[src/rtl/i2s_tx.sv]
// I2S transmitter: divides clk down to SCLK, frames stereo samples into 64-bit
// I2S frames (one-bit delay, MSB first) and buffers one pending sample pair.
module i2s_tx #(
   parameter int unsigned SCLK_DIV = 8,
   parameter int unsigned DATA_W   = 16
) (
   input  logic              clk,
   input  logic              rst,
   input  logic [DATA_W-1:0] lft_smpl,
   input  logic [DATA_W-1:0] rght_smpl,
   input  logic              vld,
   output logic              SCLK,
   output logic              LRCLK,
   output logic              SDout,
   output logic              smpl_req,
   output logic              undr,
   output logic              ovr
);

   localparam int unsigned CntW = (SCLK_DIV > 1) ? $clog2(SCLK_DIV) : 1;
   localparam int unsigned PadW = 32 - DATA_W;
   localparam logic [CntW-1:0] CntMax = CntW'(SCLK_DIV - 1);

   logic [CntW-1:0]   clk_cnt_q, clk_cnt_d;
   logic              sclk_q, sclk_d;
   logic [5:0]        bit_cnt_q, bit_cnt_d;
   logic              lrclk_q, lrclk_d;
   logic              sdout_q, sdout_d;
   logic [63:0]       shift_q, shift_d;
   logic [DATA_W-1:0] cur_l_q, cur_l_d, cur_r_q, cur_r_d;
   logic [DATA_W-1:0] pend_l_q, pend_l_d, pend_r_q, pend_r_d;
   logic              pend_vld_q, pend_vld_d;
   logic              smpl_req_q, smpl_req_d;
   logic              undr_q, undr_d;
   logic              ovr_q, ovr_d;

   logic tick, fall, load;

   // SCLK divider; a fall event is the tick that takes SCLK from 1 to 0
   always_comb begin
      tick      = (clk_cnt_q == CntMax);
      fall      = tick && sclk_q;
      load      = fall && (bit_cnt_q == 6'd63);
      clk_cnt_d = tick ? '0 : clk_cnt_q + CntW'(1);
      sclk_d    = tick ? ~sclk_q : sclk_q;
   end

   // Pending-pair buffer and selection of the pair for the next frame
   always_comb begin
      cur_l_d    = cur_l_q;
      cur_r_d    = cur_r_q;
      pend_l_d   = pend_l_q;
      pend_r_d   = pend_r_q;
      pend_vld_d = pend_vld_q;
      undr_d     = 1'b0;
      ovr_d      = 1'b0;
      if (load) begin
         if (pend_vld_q) begin
            cur_l_d = pend_l_q;
            cur_r_d = pend_r_q;
            if (vld) begin
               pend_l_d = lft_smpl;
               pend_r_d = rght_smpl;
            end else begin
               pend_vld_d = 1'b0;
            end
         end else if (vld) begin
            // Bypass: pair arrives on the load cycle itself, pend stays empty
            cur_l_d = lft_smpl;
            cur_r_d = rght_smpl;
         end else begin
            // Nothing new: cur keeps the old pair so it repeats
            undr_d = 1'b1;
         end
      end else if (vld) begin
         pend_l_d   = lft_smpl;
         pend_r_d   = rght_smpl;
         pend_vld_d = 1'b1;
         ovr_d      = pend_vld_q;
      end
   end

   // Serializer: slot 0 of each frame is the I2S one-bit delay, then F MSB first
   always_comb begin
      bit_cnt_d  = bit_cnt_q;
      lrclk_d    = lrclk_q;
      sdout_d    = sdout_q;
      shift_d    = shift_q;
      smpl_req_d = load;
      if (fall) begin
         bit_cnt_d = bit_cnt_q + 6'd1;
         lrclk_d   = bit_cnt_d[5];
         if (load) begin
            shift_d = {cur_l_d, {PadW{1'b0}}, cur_r_d, {PadW{1'b0}}};
            sdout_d = 1'b0;
         end else begin
            sdout_d = shift_q[63];
            shift_d = {shift_q[62:0], 1'b0};
         end
      end
   end

   // State registers
   always_ff @(posedge clk or posedge rst) begin
      if (rst) begin
         clk_cnt_q  <= '0;
         sclk_q     <= 1'b0;
         bit_cnt_q  <= '0;
         lrclk_q    <= 1'b0;
         sdout_q    <= 1'b0;
         shift_q    <= '0;
         cur_l_q    <= '0;
         cur_r_q    <= '0;
         pend_l_q   <= '0;
         pend_r_q   <= '0;
         pend_vld_q <= 1'b0;
         smpl_req_q <= 1'b0;
         undr_q     <= 1'b0;
         ovr_q      <= 1'b0;
      end else begin
         clk_cnt_q  <= clk_cnt_d;
         sclk_q     <= sclk_d;
         bit_cnt_q  <= bit_cnt_d;
         lrclk_q    <= lrclk_d;
         sdout_q    <= sdout_d;
         shift_q    <= shift_d;
         cur_l_q    <= cur_l_d;
         cur_r_q    <= cur_r_d;
         pend_l_q   <= pend_l_d;
         pend_r_q   <= pend_r_d;
         pend_vld_q <= pend_vld_d;
         smpl_req_q <= smpl_req_d;
         undr_q     <= undr_d;
         ovr_q      <= ovr_d;
      end
   end

   assign SCLK     = sclk_q;
   assign LRCLK    = lrclk_q;
   assign SDout    = sdout_q;
   assign smpl_req = smpl_req_q;
   assign undr     = undr_q;
   assign ovr      = ovr_q;

endmodule
[config.mk]
export PLATFORM = sky130hd
export DESIGN_NAME = i2s_tx
export DESIGN_NICKNAME = d
export VERILOG_FILES = /design/src/rtl/i2s_tx.sv
export SDC_FILE = /design/constraint.sdc
export NUM_CORES = 1
export LEC_CHECK = 0
export BUFFER_PORTS_ARGS = -buffer_cell sky130_fd_sc_hd__buf_4
export CORE_MARGIN = 2
export CORE_UTILIZATION = 50
export DETAILED_ROUTE_END_ITERATION = 12
export PLACE_DENSITY = 0.71
export REMOVE_ABC_BUFFERS = 1
export SLEW_MARGIN = 40
export SYNTH_ARGS = -nofsm -noshare
export SYNTH_HDL_FRONTEND = slang
export SYNTH_SLANG_ARGS = --single-unit
[constraint.sdc]
create_clock -name clk -period 9.3 [get_ports clk]
set_clock_uncertainty 0.2 [all_clocks]
set_input_delay 0 -clock clk [delete_from_list [all_inputs] [get_ports clk]]
set_output_delay 0 -clock clk [all_outputs]
set_load 0.01 [all_outputs]
==> summary.txt <==
Status
  – Status: complete, no violations

Yosys
  – Synth unique cells: 26
  – FF+latch count, synth: 127
  – Synth area leader: dfrtp_1
  – Synth Instances: 467
  – Synth top area share: 56.3%
  – Synthesized area per cell: 12.1 sq um
  – Register area share after synthesis: 56.3%
  – Synthesized cell area: 5640 sq um
  – Area contributors post-synth: dfrtp_1 56%, mux2_2 12%, mux2i_1 5.5%
  – Synthesis Warnings: 0

Finish
  – Most common cell after layout, fill and taps aside: dfrtp_1
  – Non-Filler Instances: 683
  – Number of diodes: 0
  – Commonest cells after routing, fill and taps aside: 126 x dfrtp_1, 60 x mux2_2, 44 x nand2_1, 42 x buf_4, 34 x dlygate4sd3_1
  – Post-layout util: 63.7%
  – Layout cell share with drive strength beyond 1: 25.2%
  – Area Overhead vs Synth: 23.5%
  – Final #Nets: 569
  – # fillers: 847

STA
  – TNS Setup: 0 ns
  – Slew of the pin with the lowest slew margin: 0.752 ns
  – Max Clk Rate: 270 MHz
  – Final hold violations: 0
  – Slew Viols, Final: 0
  – Fin worst setup slack: 5.60 ns
  – Period minus WS final: 3.70 ns
  – Final setup fails: 0
  – RSZ-0062 raised after global routing: no
  – Final Cycle Share: 39.8%
  – Max-slew headroom: 49.8%

Routing
  – Antenna Violating Nets Remaining: 0
  – Drt initial violations: 170
  – Post-Route WL: 10600 microns
  – Met3 WL post-DR: 337 microns
  – Vias post-DR: 3730
  – DR top layer: met4
  – Met2 WL: 5340 microns
  – Routed len/inst: 15.5 microns
  – TritonRoute pass-1 iters: 4
  – DRC viols: 0
  – Via density: 5.46
  – Met1 WL: 4710 microns

Placed design
  – Number of I/O port buffers: 40
  – Setup WS pre-CTS: 5.57 ns
  – Gpl congestion: 0.662
  – DP Wirelength: 5990 microns
  – Placed cells: 618

Clocking
  – CTS max path bufs: 2
  – CTS tree: built
  – Htree depth: 4
  – CTS Buf Count: 17
  – Setup bufs post-CTS: 0
  – CTS root buf: clkbuf_16
  – Clock sink count: 127
  – Clock slew at reported path FFs: 0.05 ns
  – Clk_lat worst skew: 0.42 ns

Setup path
  – Crit end category: register
  – CP startpoint kind: register
  – Arr. time, crit path: 3.79 ns
  – Worst setup path class: reg2reg
  – CP Data Required Time: 9.40 ns
  – Crit-path max FO: 69

Floorplanning
  – Starting Density: 51.6%
  – Core Footprint: 10900 sq um
  – Die W: 110 microns
  – Number of cell rows: 38
  – DIE AREA: 12100 sq um
  – Die height: 110 microns
  – Total I/O pin count: 41

Global route
  – Initial antenna violation count: 0
  – Pin count of the biggest net entering global routing: 70
  – GRT Overall Usage: 19.8%
  – Grt total ovfl: 0
  – Vias in the first global route: 3923
  – First-pass GRT wire length: 18300 microns

Hold path
  – Worst hold path type: in2async

Flow run
  – Max-cap viol count: 0

Power and ir drop
  – Pwr dens: 195 nW/um^2
  – VDD IR max: 0.117 mV
  – Leakage: 3.95 nW
-- cell usage after synthesis --
library cell and number:
nand3_4 1, dfrtp_1 127, nand3_1 20, mux2_2 60
and3_1 31, nor2b_1 1, and2_1 1, xnor2_1 4
a211o_1 31, buf_2 14, inv_1 3, nor3_1 1
buf_4 3, o21ai_4 1, a21o_1 32, nand2_1 45
nand4_1 1, a211oi_1 1, clkbuf_1 16, xor2_1 2
buf_6 1, nor2_1 32, and4_1 2, ha_1 3
mux2i_1 31, mux2_1 3
-- registers in the layout, summed over array words and instances, names as in the netlist --
name,flops
bit_cnt_q,6
SCLK,1
undr,1
ovr,1
pend_l_q,16
clk_cnt_q,3
pend_vld_q,1
smpl_req,1
shift_q,48
pend_r_q,16
cur_r_q,16
cur_l_q,16
SDout,1
-- what timing repair did --
action | 4_1_cts | 5_1_grt
gates resized for setup | 0 | 0
hold buffers | 34 | 0
hold endpoints to repair | 166 | 0
-- critical path, cell delays in order, from the launching register on --
cell     delay, ns
dfrtp_1       0.34
ha_1          0.15
ha_1          0.25
and2_1        0.15
buf_4         0.41
nand3_4       0.67
o21ai_4       0.63
buf_8         0.23
buf_8         0.17
mux2_2        0.34
-- power by group --
part	internal [mW]	total, mW	switching [mW]
combinational	0.0559	0.0925	0.0366
sequential	0.581	0.595	0.0143
clock	0.447	0.674	0.227
total	1.08	1.36	0.278
-- metrics by stage --
stage | hold WS [ns] | cell area (sq um) | total power, mW
floorplan | -0.127 | 5480 | 0.654
global placement | 0.0213 | 5980 | 0.680
detailed placement | 0.0293 | 6020 | 0.686
CTS | 0.137 | 6960 | 1.38
global route | 0.0975 | 6970 | 1.41
finish | 0.00972 | 6970 | 1.36
-- layout make-up --
cell class                 instances  area, sq um  area share (%)
inverter                           3         16.3           0.234
multi-input combinational        303         2290            32.9
tap                              140          175            2.51
sequential                       127         3180            45.7
clock buffer                      25          495            7.11
timing repair buffer              79          697            10.0
clock inverter                     6          105            1.51
-- cell families (layout without fill, tap and decap cells) --
family,after synthesis,after routing,share of synthesized area (%)
buf+inv,37,113,3.11
flops,127,127,56.3
mux,94,94,18.1
xor+xnor,6,6,0.932
simple gates,135,135,11.4
fa+ha+maj,3,3,0.666
compound gates,65,65,9.49
-- worst paths after layout --
check | startpoint | end | slack (ns) | cells past startpoint
min | rst | shift_q[39] | 0.01 | 3
min reg2reg | clk_cnt_q[0] | clk_cnt_q[0] | 0.23 | 1
max | clk_cnt_q[0] | pend_r_q[6] | 5.60 | 9
max reg2reg | clk_cnt_q[0] | pend_r_q[6] | 5.60 | 9
max in group asynchronous | rst | pend_vld_q | 7.91 | 4
min in group clk | lft_smpl[0] | pend_l_q[0] | 0.15 | 3
-- layer usage --
| layer | track usage (%) | vias to the layer above |
|---|---|---|
| li1 | - | 1783 |
| met1 | 22.9 | 1886 |
| met2 | 34.3 | 44 |
| met3 | 6.53 | 17 |
| met4 | 7.59 | 0 |
| met5 | 0 | - |
Power figures use the tool's default switching activity.
